File: src/rtl/encoder4to2_serial.sv
// Sequential 4-to-2 encoder. It accepts one request vector and then emits the index
// of each set bit, one per output handshake, in a fixed priority order.
module encoder4to2_serial #(
    parameter bit HIGH_FIRST = 1'b0
) (
    input  logic       clk,
    input  logic       rst,
    input  logic [3:0] i,
    input  logic       i_valid,
    output logic       i_ready,
    output logic [1:0] o,
    output logic       o_valid,
    input  logic       o_ready,
    output logic       o_last,
    output logic       none
);

    typedef enum logic {
        IDLE,
        EMIT
    } state_t;

    state_t     state;
    state_t     state_next;
    logic [3:0] p;
    logic [3:0] p_next;
    logic       none_next;
    logic [1:0] idx;
    logic       single;

    // Priority pick over the bits that have not been emitted yet.
    always_comb begin
        idx = 2'd0;
        if (HIGH_FIRST) begin
            if (p[3])      idx = 2'd3;
            else if (p[2]) idx = 2'd2;
            else if (p[1]) idx = 2'd1;
            else           idx = 2'd0;
        end else begin
            if (p[0])      idx = 2'd0;
            else if (p[1]) idx = 2'd1;
            else if (p[2]) idx = 2'd2;
            else if (p[3]) idx = 2'd3;
            else           idx = 2'd0;
        end
    end

    // A nonzero value with its lowest set bit cleared is zero only when one bit is set.
    assign single = (p != 4'b0000) && ((p & (p - 4'd1)) == 4'b0000);

    always_ff @(posedge clk or posedge rst) begin
        if (rst) begin
            state <= IDLE;
            p     <= 4'b0000;
            none  <= 1'b0;
        end else begin
            state <= state_next;
            p     <= p_next;
            none  <= none_next;
        end
    end

    always_comb begin
        state_next = state;
        p_next     = p;
        none_next  = 1'b0;
        i_ready    = 1'b0;
        o_valid    = 1'b0;
        o          = 2'b00;
        o_last     = 1'b0;
        case (state)
            IDLE: begin
                i_ready = 1'b1;
                if (i_valid) begin
                    if (i == 4'b0000) begin
                        none_next = 1'b1;
                    end else begin
                        p_next     = i;
                        state_next = EMIT;
                    end
                end
            end
            EMIT: begin
                o_valid = 1'b1;
                o       = idx;
                o_last  = single;
                if (o_ready) begin
                    p_next = p & ~(4'b0001 << idx);
                    // The last index returns to IDLE; a new vector is only taken on the next edge.
                    if (single) begin
                        p_next     = 4'b0000;
                        state_next = IDLE;
                    end
                end
            end
            default: begin
                state_next = IDLE;
                p_next     = 4'b0000;
            end
        endcase
    end

endmodule

File: config.mk
export PLATFORM = sky130hd
export DESIGN_NAME = encoder4to2_serial
export DESIGN_NICKNAME = d
export VERILOG_FILES = /design/src/rtl/encoder4to2_serial.sv
export SDC_FILE = /design/constraint.sdc
export NUM_CORES = 1
export LEC_CHECK = 0
export CORE_AREA = 2 2 39 41
export DETAILED_ROUTE_END_ITERATION = 7
export DIE_AREA = 0 0 41 43
export PLACE_DENSITY = 0.64
export SETUP_SLACK_MARGIN = 0.02
export SLEW_MARGIN = 25
export SYNTH_ARGS = -nofsm -noshare
export SYNTH_HDL_FRONTEND = slang
export SYNTH_SLANG_ARGS = --single-unit
File: constraint.sdc
create_clock -name clk -period 1.8 [get_ports clk]
set_input_delay 0.36 -clock clk [delete_from_list [all_inputs] [get_ports clk]]
set_output_delay 0.36 -clock clk [all_outputs]
set_load 0.005 [all_outputs]
Word level (Yosys, flattened, before mapping)
Index checks and enable logic that the tools add are counted.
- add/subtract/negate cells: 1
- equal/unequal tests: 3
- shifts and indexed selects: 1
- muxes and demuxes: 21
- bitwise logic cells: 4
- reduce and logical (&&, ||, !) cells: 5
- operator list (kind ; count):
    4-bit two-way mux ; 4
    1-bit two-way mux ; 10
    2-bit two-way mux ; 5
    4-bit AND ; 2
    4-bit logical NOT ; 2
    4-bit one-hot mux with 2 select lines ; 1
    2-bit != test (second input constant) ; 3
    4-bit NOT ; 1
    4-bit nonzero test ; 1
    1-bit by 2-bit << shifter with 4-bit output (first input constant) ; 1
    4-bit by 1-bit subtractor with 4-bit output (second input constant) ; 1
    3-bit AND reduction ; 1
    1-bit one-hot mux with 2 select lines ; 1
    1-bit logical AND ; 1
    1-bit NOT ; 1
- register bits: 6
- input bits: 8
- output and inout port bits: 6
- logic and storage cells: 38

Longest topological paths before layout
- depth after elaboration: 10
- mapped depth: 4
- depth with buffers taken out: 3

Least setup slack after synthesis
No wires, ideal clock.
- path kind: flip-flop to output port
- from: register p[3]
- to: output port o_last
- data arrival time: 1052 ps
- data required time: 1440 ps
- slack: 388 ps
- cell stages (with the launch flop): 5
- path buffers: 1
- cells stage by stage: dfrtp_1 buf_2 xor2_1 a211o_1 and2_1
- longest elaborated chain between the ends: 5
- elaborated cells on any way between the ends: 6
- those cells by class: 1 x add/sub; 1 x mux; 1 x bitwise; 3 x reduce/logical
- ends and longest elaborated chain (item ; line ; text):
    from (decl) ; 25 ; logic [3:0] p;
    from (signal assigned) ; 58 ; p <= p_next;
    4-bit by 1-bit subtractor with 4-bit output ; 49 ; assign single = (p != 4'b0000) && ((p & (p - 4'd1)) == 4'b0000);
    4-bit AND ; 49 ;
    4-bit logical NOT ; 49 ;
    1-bit logical AND * ; 49 ;
    1-bit two-way mux * ; 71 ; case (state)
    to (decl) ; 14 ; output logic o_last,
Every way passes the cells marked *; elsewhere a longest branch is shown, timed or not.

Worst setup path after layout
- from: register p[0]
- to: output port o_last
The elaborated chain is that of the path after synthesis.

==> flow_summary.yaml <==
placed_design:
  io_buffers: 13
  placed_cells: 78
  gp_congestion: 0.801
  placed_cell_area_um2: 567
  dp_hpwl_um: 714
  dp_worst_setup_slack_ns: -0.0542
floorplan:
  dieArea_mm2: 0.00176
  die_h_um: 43
  die_w_um: 41
  rows: 14
  core_mm2: 0.00138
  ioPinCount: 14
  start_util: 0.278
sta:
  finalCritPeriodShare: 1.00
  setup_violations: 1
  hold_violations: 0
  clock_skew_ns: 0.00227
  fin_ws_ns: -0.00476
  fmax_mhz: 554
  relSlewSlack: 0.672
  final.min_clock_period_ns: 1.80
  whs_ns: 0.328
  tightest_slew_ns: 0.487
  finalMaxSlewViolations: 0
  rsz0062_at_grt: "true"
yosys:
  synth_top_area_cell: "dfrtp_1"
  avgSynthCellArea_um2: 8.38
  synth_area_um2: 385
  synth_edf_count: 0
  ys_types: 26
  synthTopCellsByArea: "dfrtp_1, nand2_1, a32oi_1"
  synth_fp_nets: 54
  synth_top_area_share: 0.390
  yosys_most_used_dff: "dfrtp_1"
  ys_warn_count: 0
  syn_inst: 46
  synth-seq-cells: 6
  ys_seq_area_frac: 0.390
  async_flop_share: 1.00
cells_and_area:
  fin_nets: 85
  instances_no_fill: 91
  num_antenna_cells: 0
  design_area_um2: 701
  area_delta_synth_final_pct: 81.8
  drive_gt1_frac: 0.400
  fillers: 125
drt:
  postRouteWirelength_um: 1150
  drc_errors: 0
  vias: 444
  first_pass_iters: 4
  drt_iter0_drc: 7
  ant_nets: 0
  wl_per_cell_um: 12.7
  routed_via_density: 4.88
clocking:
  cts_num_sinks: 6
  cts_buffer_depth: 2
  cts_hold_buf: 0
  clk_pin_slew_worst_paths_ns: 0.04
  h-tree-depth: 1
  cts_buffers: 3
  insertion_delay_ns: 0.24
  cts_tree: "done"
  clockRootBuffer: "clkbuf_4"
worst_setup_path:
  cp_top_family: "flip-flops"
  crit_fanout: 5
  path_buf_inv: 2
  max_stage_delay_ns: 0.41
  path_class: "flip-flop to primary output"
  r2r_setup_slack_ns: 0.44
  crit_arrival_ns: 1.44
  worstPathCellList: "buf_6 -> xor2_2 -> a211o_1 -> and2_1 -> clkbuf_2"
  cp-start-kind: "flip-flop"
  required_ns: 1.44
  crit_slowest_cell: "dfrtp_2"
  critPathCaptureType: "primary output"
run_status:
  status: "complete, but fails checks"
  violations: "setup timing"
pwr:
  combPwrFrac: 0.687
  power.share.clock: 0.105
  power.density_mw_per_mm2: 1640
  switching_share: 0.370
  p_switching_w: 0.000425
  peakVddDrop_uv: 678
  internal-power_w: 0.000723
  power.total_w: 0.00115
  power.leakage_nw: 0.325
  p_seq_frac: 0.209
global_routing:
  antenna_found_initial: 0
  grt_max_degree: 10
  grt_use_total: 0.160
  grt_pass1_wl_um: 1810
  grt_pass1_vias: 432
  grt.overflow.total: 0
hold_path:
  min_path_type: "primary input to asynchronous set/reset pin"
run:
  drv_cap: 0
==> layer usage <==
layer | up-vias | routed length, um | track usage
met5 | - | 0 | 0
met4 | 0 | 0 | 0.0800
met3 | 0 | 58 | 0.0628
met2 | 19 | 649 | 0.259
met1 | 202 | 444 | 0.168
li1 | 223 | - | -
==> cells by family (layout without fill, tap and decap cells) <==
group           count (synthesis)  count (layout)  synth area share
compound gates                 12              12             0.234
simple gates                   20              20             0.279
buf+inv                         7              36            0.0746
xor+xnor                        1               1            0.0227
flops                           6               6             0.390
==> power groups by stage <==
| stage | clock [W] | combinational, W | sequential [W] |
|---|---|---|---|
| 4_1_cts | 0.000124 | 0.000693 | 0.000227 |
| 5_1_grt | 0.000139 | 0.000850 | 0.000246 |
| 3_3_place_gp | 0 | 0.000570 | 0.000245 |
| 2_1_floorplan | 0 | 0.000311 | 0.000222 |
| 6_report | 0.000120 | 0.000788 | 0.000240 |
| 3_5_place_dp | 0 | 0.000569 | 0.000246 |
==> final cells by class <==
cell class | instances | area (um^2) | share of cell area
Sequential cell | 6 | 153 | 0.218
Timing Repair Buffer | 29 | 246 | 0.352
Inverter | 4 | 15.0 | 0.0214
Clock buffer | 3 | 22.5 | 0.0321
Multi-Input combinational cell | 33 | 244 | 0.348
Tap cell | 16 | 20.0 | 0.0286
==> synthesized netlist by cell type (2+ instances only) <==
master and number:
inv_1 4, nor4b_1 2, dfrtp_1 6, nor3_1 2, a32oi_1 2, nand2_1 6
o211ai_1 2, nor2_1 4
==> flip-flops by register name (all words and copies together), names as in the netlist <==
signal,cells
none,1
state,1
p,4
==> worst register-to-register path: stages, from the launching register on <==
cell and delay, ns:
dfrtp_2 0.41, buf_4 0.13, or2_2 0.28, buf_4 0.14, a32oi_1 0.18, o21ai_1 0.10
==> placed cells by master, fill, tap and decap left out, drive strengths merged, types with 2 or more instances in the layout <==
cell	count
buf	16
clkdlybuf4s50	10
nand2	6
dfrtp	6
clkbuf	6
inv	4
nor2	4
a32oi	2
nor3	2
nor4b	2
o211ai	2
o21ai	2
a21oi	2
==> worst paths after layout <==
path | from | end | depth (start not counted)
worst min register to register | state | p[1] | 3
worst max-delay path | p[0] | o_last | 5
worst max register to register | p[0] | p[2] | 5
min in group clk | state | p[1] | 3
max in group asynchronous | rst | p[0] | 2
worst min-delay path | rst | state | 2
==> repair_timing <==
| action | in CTS | in global routing |
|---|---|---|
| gates resized for setup | 9 | 10 |
| pin swaps | 1 | 1 |
| setup buffers | 7 | 3 |
| setup endpoints to repair | 3 | 2 |
==> stage by stage <==
| step | utilization | setup TNS (ns) |
|---|---|---|
| 3_3_place_gp | 0.410 | -0.00325 |
| 6_report | 0.506 | -0.00476 |
| 3_5_place_dp | 0.410 | -0.0542 |
| 5_1_grt | 0.506 | -0.0573 |
| 2_1_floorplan | - | 0 |
| 4_1_cts | 0.477 | -0.0871 |
Power figures use the tool's default switching activity.
